`src/rtl/register_file_sb.sv`:
```
// -----------------------------------------------------------------------------
// register_file_sb
//   Multi-read-port register file with asynchronous clear, write-to-read
//   bypass and a per-register busy scoreboard. The issue stage marks a
//   destination pending, writeback clears it, and decode stalls while a
//   source operand reports ReadBusy.
//
// Ports
//   clock      in   1                 rising-edge clock
//   reset_n    in   1                 asynchronous active-low clear
//   wr         in   1                 writeback enable
//   WriteAddr  in   Abits             writeback address
//   WriteData  in   Dbits             writeback data
//   issue      in   1                 mark IssueAddr pending
//   IssueAddr  in   Abits             destination being issued
//   ReadAddr   in   Nread*Abits       port k = [k*Abits +: Abits]
//   ReadData   out  Nread*Dbits       port k = [k*Dbits +: Dbits]
//   ReadBusy   out  Nread             port k operand still pending
//   BusyCount  out  $clog2(Nreg+1)    number of busy registers
// -----------------------------------------------------------------------------
module register_file_sb #(
  parameter  int Nreg     = 32,
  parameter  int Dbits    = 32,
  parameter  int Nread    = 2,
  parameter  int BYPASS   = 1,
  parameter  int ZERO_REG = 1,
  localparam int Abits    = $clog2(Nreg),
  localparam int Cbits    = $clog2(Nreg + 1)
) (
  input  logic                   clock,
  input  logic                   reset_n,
  input  logic                   wr,
  input  logic [Abits-1:0]       WriteAddr,
  input  logic [Dbits-1:0]       WriteData,
  input  logic                   issue,
  input  logic [Abits-1:0]       IssueAddr,
  input  logic [Nread*Abits-1:0] ReadAddr,
  output logic [Nread*Dbits-1:0] ReadData,
  output logic [Nread-1:0]       ReadBusy,
  output logic [Cbits-1:0]       BusyCount
);

  logic [Dbits-1:0] rf_q [Nreg];
  logic [Nreg-1:0]  busy_q, busy_d;
  logic [Cbits-1:0] cnt_q, cnt_d;
  logic             wr_en, iss_en, cnt_inc, cnt_dec;

  // Writes and issues aimed at a hardwired zero register are dropped.
  assign wr_en  = wr    && !((ZERO_REG != 0) && (WriteAddr == '0));
  assign iss_en = issue && !((ZERO_REG != 0) && (IssueAddr == '0));

  // ---------------------------------------------------------------------------
  // Register storage
  // ---------------------------------------------------------------------------
  always_ff @(posedge clock or negedge reset_n) begin
    if (!reset_n) begin
      for (int i = 0; i < Nreg; i++) rf_q[i] <= '0;
    end else if (wr_en) begin
      rf_q[WriteAddr] <= WriteData;
    end
  end

  // ---------------------------------------------------------------------------
  // Busy scoreboard. Clear first, then set: an issue to the address being
  // written back belongs to a newer producer and must stay pending.
  // ---------------------------------------------------------------------------
  always_comb begin
    busy_d = busy_q;
    if (wr)     busy_d[WriteAddr] = 1'b0;
    if (iss_en) busy_d[IssueAddr] = 1'b1;
  end

  // The count tracks popcount(busy) incrementally: +1 only for a bit that
  // goes 0->1, -1 only for a bit that goes 1->0. Both may happen together
  // on different addresses, netting zero, so the counter cannot wrap.
  assign cnt_inc = iss_en && !busy_q[IssueAddr];
  assign cnt_dec = wr && busy_q[WriteAddr] && !(iss_en && (IssueAddr == WriteAddr));

  always_comb begin
    cnt_d = cnt_q;
    case ({cnt_inc, cnt_dec})
      2'b10:   cnt_d = cnt_q + 1'b1;
      2'b01:   cnt_d = cnt_q - 1'b1;
      default: cnt_d = cnt_q;
    endcase
  end

  always_ff @(posedge clock or negedge reset_n) begin
    if (!reset_n) begin
      busy_q <= '0;
      cnt_q  <= '0;
    end else begin
      busy_q <= busy_d;
      cnt_q  <= cnt_d;
    end
  end

  assign BusyCount = cnt_q;

  // ---------------------------------------------------------------------------
  // Combinational read ports
  // ---------------------------------------------------------------------------
  for (genvar k = 0; k < Nread; k++) begin : g_rd
    logic [Abits-1:0] rd_addr;
    logic             is_zero;
    logic             fwd_hit;

    assign rd_addr = ReadAddr[k*Abits +: Abits];
    assign is_zero = (ZERO_REG != 0) && (rd_addr == '0);
    // Same-cycle writeback to this operand: data is forwarded and the
    // operand is no longer considered pending.
    assign fwd_hit = (BYPASS != 0) && wr && (WriteAddr == rd_addr);

    // Outputs are forced low during reset, otherwise the bypass path could
    // leak WriteData while the array is held clear.
    assign ReadData[k*Dbits +: Dbits] = (!reset_n || is_zero) ? '0 :
                                        fwd_hit               ? WriteData :
                                                                rf_q[rd_addr];
    assign ReadBusy[k] = reset_n && !is_zero && busy_q[rd_addr] && !fwd_hit;
  end

endmodule

```
`config.mk`:
```
export PLATFORM = sky130hd
export DESIGN_NAME = register_file_sb
export DESIGN_NICKNAME = d
export VERILOG_FILES = /design/src/rtl/register_file_sb.sv
export SDC_FILE = /design/constraint.sdc
export NUM_CORES = 2
export LEC_CHECK = 0
export ABC_AREA = 1
export CAP_MARGIN = 15
export CELL_PAD_IN_SITES_DETAIL_PLACEMENT = 2
export CELL_PAD_IN_SITES_GLOBAL_PLACEMENT = 2
export CORE_AREA = 2 2 423 425
export CTS_CLUSTER_SIZE = 20
export DETAILED_ROUTE_END_ITERATION = 6
export DIE_AREA = 0 0 425 427
export PLACE_DENSITY = 0.79
export RECOVER_POWER = 50
export SLEW_MARGIN = 20
export SYNTH_ARGS = -nofsm -noshare
export SYNTH_HDL_FRONTEND = slang
export SYNTH_SLANG_ARGS = --single-unit
```
`constraint.sdc`:
```
create_clock -name clock -period 5.3 [get_ports clock]
set_input_delay 1.06 -clock clock [delete_from_list [all_inputs] [get_ports clock]]
set_output_delay 1.06 -clock clock [all_outputs]
set_load 0.02 [all_outputs]
```
Yosys cells after proc, flatten, opt, wreduce, memory -nomap -nowiden:

Cells that the tools add are included.

* flip-flop bits (word level): 1062
* bits of input ports: 56
* output and inout bits: 72
* word-level logic and storage cells: 118

* add/sub/neg operators: 2
* order comparisons: 10
* equality and inequality tests: 5
* muxes and demuxes: 28
* bitwise logic cells: 6
* reductions and logical operators: 33

Operator list (count)
* $bwmux W1024: 1
* $mux W32: 11
* $bmux W32 S5: 2
* $demux W32 S5: 1
* $and A32 B32 Y32: 1
* $not A32 Y32: 1
* $or A32 B32 Y32: 1
* $lt A5 B6 Y1 const B: 4
* $bmux W1 S5: 4
* $logic_not A5 Y1: 4
* $ge A6 B6 Y1 const B: 3
* $not A5 Y6: 3
* $logic_and A1 B1 Y1: 17
* $eq A5 B5 Y1: 3
* $pmux W6 S2: 1
* $demux W1 S5: 2
* $ge A5 B1 Y1 const B: 2
* $logic_not A1 Y1: 9
* $add A6 B1 Y6 const B: 1
* $lt A6 B1 Y1 const B: 1
* $mux W1: 6
* $sub A6 B1 Y6 const B: 1
* $eq A2 B1 Y1 const B: 1
* $eq A2 B2 Y1 const B: 1
* 2 further kinds: 3

Longest topological paths before layout:

* depth after elaboration: 9
* gate-level depth with buffers: 20
* depth with buffers taken out: 19

Least setup slack after synthesis:

Ideal clock, no wire load.

* kind: input to output
* start point: in WriteAddr[0]
* end point: out ReadData[13]
* data arrival time: 2.433 ns
* data required time: 4.240 ns
* slack: 1.807 ns
* stages: 10
* buffers on the path: 3
* cells stage by stage: buf_6 > inv_6 > nor2_1 > nor3_2 > nand2_2 > nor2_8 > inv_2 > buf_6 > buf_6 > a21oi_1

* cells in the longest elaborated chain, start to end: 4

Ends and longest elaborated chain
* start, declared: line 33 `input logic [Abits-1:0] WriteAddr,`
* $eq A5 B5 Y1: line 112 `assign fwd_hit = (BYPASS != 0) && wr && (WriteAddr == rd_addr);`
* $logic_and A1 B1 Y1: line 112
* $mux W32: line 117 `fwd_hit ? WriteData :`
* $mux W32: line 116 `assign ReadData[k*Dbits +: Dbits] = (!reset_n || is_zero) ? '0 :`
* end, declared: line 38 `output logic [Nread*Dbits-1:0] ReadData,`

No other way between the ends.

Worst setup path after layout:

* start point: in WriteAddr[4]
* end point: out ReadData[18]

Same word-level chain as after synthesis.

==> flow_summary.toml <==
[layout]
multi_input_area_um2 = 28200
fill_cells = 20900
nets = 8580
syn_to_final_growth_pct = 11.6
final_common_cell = "nand2_1"
layout-drive-gt1-share = 0.0609
instances_no_fill = 11000
layout_common_cells = "nand2_1 (2585), o21ai_0 (1271), dfrtp_1 (1062), nand3_1 (1062), inv_1 (786)"
seq_area_um2 = 26600

[global_routing]
grt_max_degree = 142
grt_pass1_vias = 70600
overflow = 0
grt_pass1_wl_um = 472000
antenna_found_initial = 16
track_usage = 0.347

[yosys]
ys_seq_elements = 1062
yosysSeqAreaShare = 0.431
postSynthAreaPerCell_um2 = 7.02
synth_ff_type = "dfrtp_1"
synth_async_sr_flop_share = 1.00
synthCells = 8795
synth_area_um2 = 61700
synth_edf_count = 0
post_synth_num_cell_types = 42
ys_warn_count = 0
synth_nets = 8857

[place]
dp.cells = 10700
portBuffers = 127
dp_hpwl_um = 190000
gp_congestion = 0.862

[sta]
finalCritPeriodShare = 0.980
setup_viol = 0
drv_slew = 868
period_minus_slack_ps = 5190
worst_slew_pin_slew_ps = 4230
setup_tns_ps = 0
fmax_mhz = 193
rsz0062_at_grt = "false"
final-hold-violation-count = 0
clock_skew_ps = 14.4
max_slew_margin = -1.82

[detailed_routing]
wirelength_um = 317000
vias_per_cell = 6.00
wl_per_cell_um = 28.9
routed-via-count = 65900
drt_iter0_markers = 5607
dr_wl_met3_um = 22700
highest_layer = "met5"
routedLengthMet1_um = 131000
ant_nets = 0
dr.pass1.iters = 5
dr_wl_met2_um = 144000
drcViolationCount = 0

[clock_tree]
clk_latency_ps = 790
cts_setup_buffers = 0
holdBufCountCts = 0
cts_resized = 0
clkTransAtPathRegs_ps = 60
htreeDepth = 4
clk_path_buf_depth = 3
cts_tree = "yes"
numCtsBuffers = 135
cts_root_buffer = "clkbuf_16"
cts.sinks = 1062

[floorplanning]
die_area_um2 = 181000
initial_core_util = 0.348
die_x_um = 425
ios = 128
coreArea_um2 = 177000
die_h_um = 427
fp-row-count = 155

[pwr]
switchingPower_uw = 9120
power.share.clock = 0.351
power_frac_seq = 0.417
pwr-share-comb = 0.232
swShare = 0.348
ir_worst_vdd_mv = 0.330
power_density_nw_per_um2 = 381
p_leak_uw = 0.0312
p_int_uw = 17100

[worst_setup_path]
startpoint_type = "input pin"
reg2reg_slack_ps = 2490
cp.required_ps = 4240
cp-end-kind = "output pin"
worstSetupPathType = "in -> out"
worstPathArrival_ps = 4130
crit_path_max_fanout = 13

[run_status]
status = "complete, but fails checks"
violations = "max-capacitance violations, max-slew violations"

[worst_hold_path]
hp-class = "in -> async"

[run]
drv_cap = 24
==> registers in the layout (all words and copies together), names as in the netlist <==
register	count
BusyCount	6
busy_q	32
rf_q	1024
==> worst paths after layout <==
check,startpoint,to,cells after the start
min in group clock,rf_q[1001],rf_q[1001],0
setup / recovery,WriteAddr[4],ReadData[18],13
setup reg to reg,busy_q[8],BusyCount[5],17
hold reg to reg,rf_q[1001],rf_q[1001],0
max in group asynchronous,reset_n,rf_q[344],2
hold / removal,reset_n,rf_q[528],1
==> cell type report <==
type,count,share of cell area
multi-input combinational,6129,0.410
sequential,1062,0.386
clock buffer,208,0.0580
timing repair buffer,368,0.0553
inverter,822,0.0456
tap,2355,0.0428
clock inverter,20,0.00281
antenna,8,0.000291
==> metrics by stage <==
step            util  instance area (um^2)  total power [uW]  setup slack (ps)  hold slack [ps]
2_1_floorplan      -                 61700             14600              1810              429
3_3_place_gp   0.367                 65100             16500               357              365
3_5_place_dp   0.367                 65100             17000               232              368
4_1_cts        0.391                 69200             26300               216             81.2
5_1_grt        0.389                 68900             27500              97.9             95.3
6_report       0.389                 68900             26200               109              113
==> worst max-delay path, stage by stage <==
cell and delay [ps]:
dlygate4sd3_1 670, inv_2 190, nand2_1 80, nand2_1 80, inv_1 50, nand2_2 110
nor2_8 40, inv_2 180, buf_4 340, buf_4 280, o21ai_0 120, a21oi_1 250
clkdlybuf4s50_1 660
==> cell families after synthesis <==
| logic type | Yosys count | share of synthesized area |
|---|---|---|
| buffers and inverters | 1604 | 0.111 |
| AOI/OAI and AO/OA | 2114 | 0.184 |
| and+or+nand+nor | 4002 | 0.273 |
| xor gates and xnor gates | 7 | 0.000993 |
| DFF | 1062 | 0.431 |
| adders and majority gates | 6 | 0.00134 |
==> Yosys cell counts, drive strengths merged (3+ instances only) <==
master	number	area [um^2]
a22oi	30	225
or2	19	119
clkbuf	328	1230
buf	454	2490
a21oi	438	2190
nand3	1063	5330
nand3b	23	173
nand2	2588	9740
xnor2	6	52.6
nor3	17	136
dfrtp	1062	26600
nand4	5	31.3
o21ai	1353	6770
a31oi	3	18.8
ha	5	62.6
inv	820	3090
o22ai	19	119
o211ai	269	2020
nor2	285	1280
==> per-layer routing <==
| metal | GRT usage | vias up |
|---|---|---|
| met4 | 0.187 | 8 |
| met5 | 0 | - |
| met1 | 0.450 | 34400 |
| li1 | - | 28100 |
| met3 | 0.0552 | 822 |
| met2 | 0.554 | 2591 |
==> power by group through the flow <==
stage                     registers [uW]  clock network [uW]  logic (uW)
after CTS                          10900                9310        6080
after global placement             10900                   0        5620
after detailed placement           11000                   0        5970
after floorplan                    10700                   0        3880
after global routing               11100                9590        6830
final                              10900                9190        6090
No activity file was read; power rests on OpenSTA's default activity.
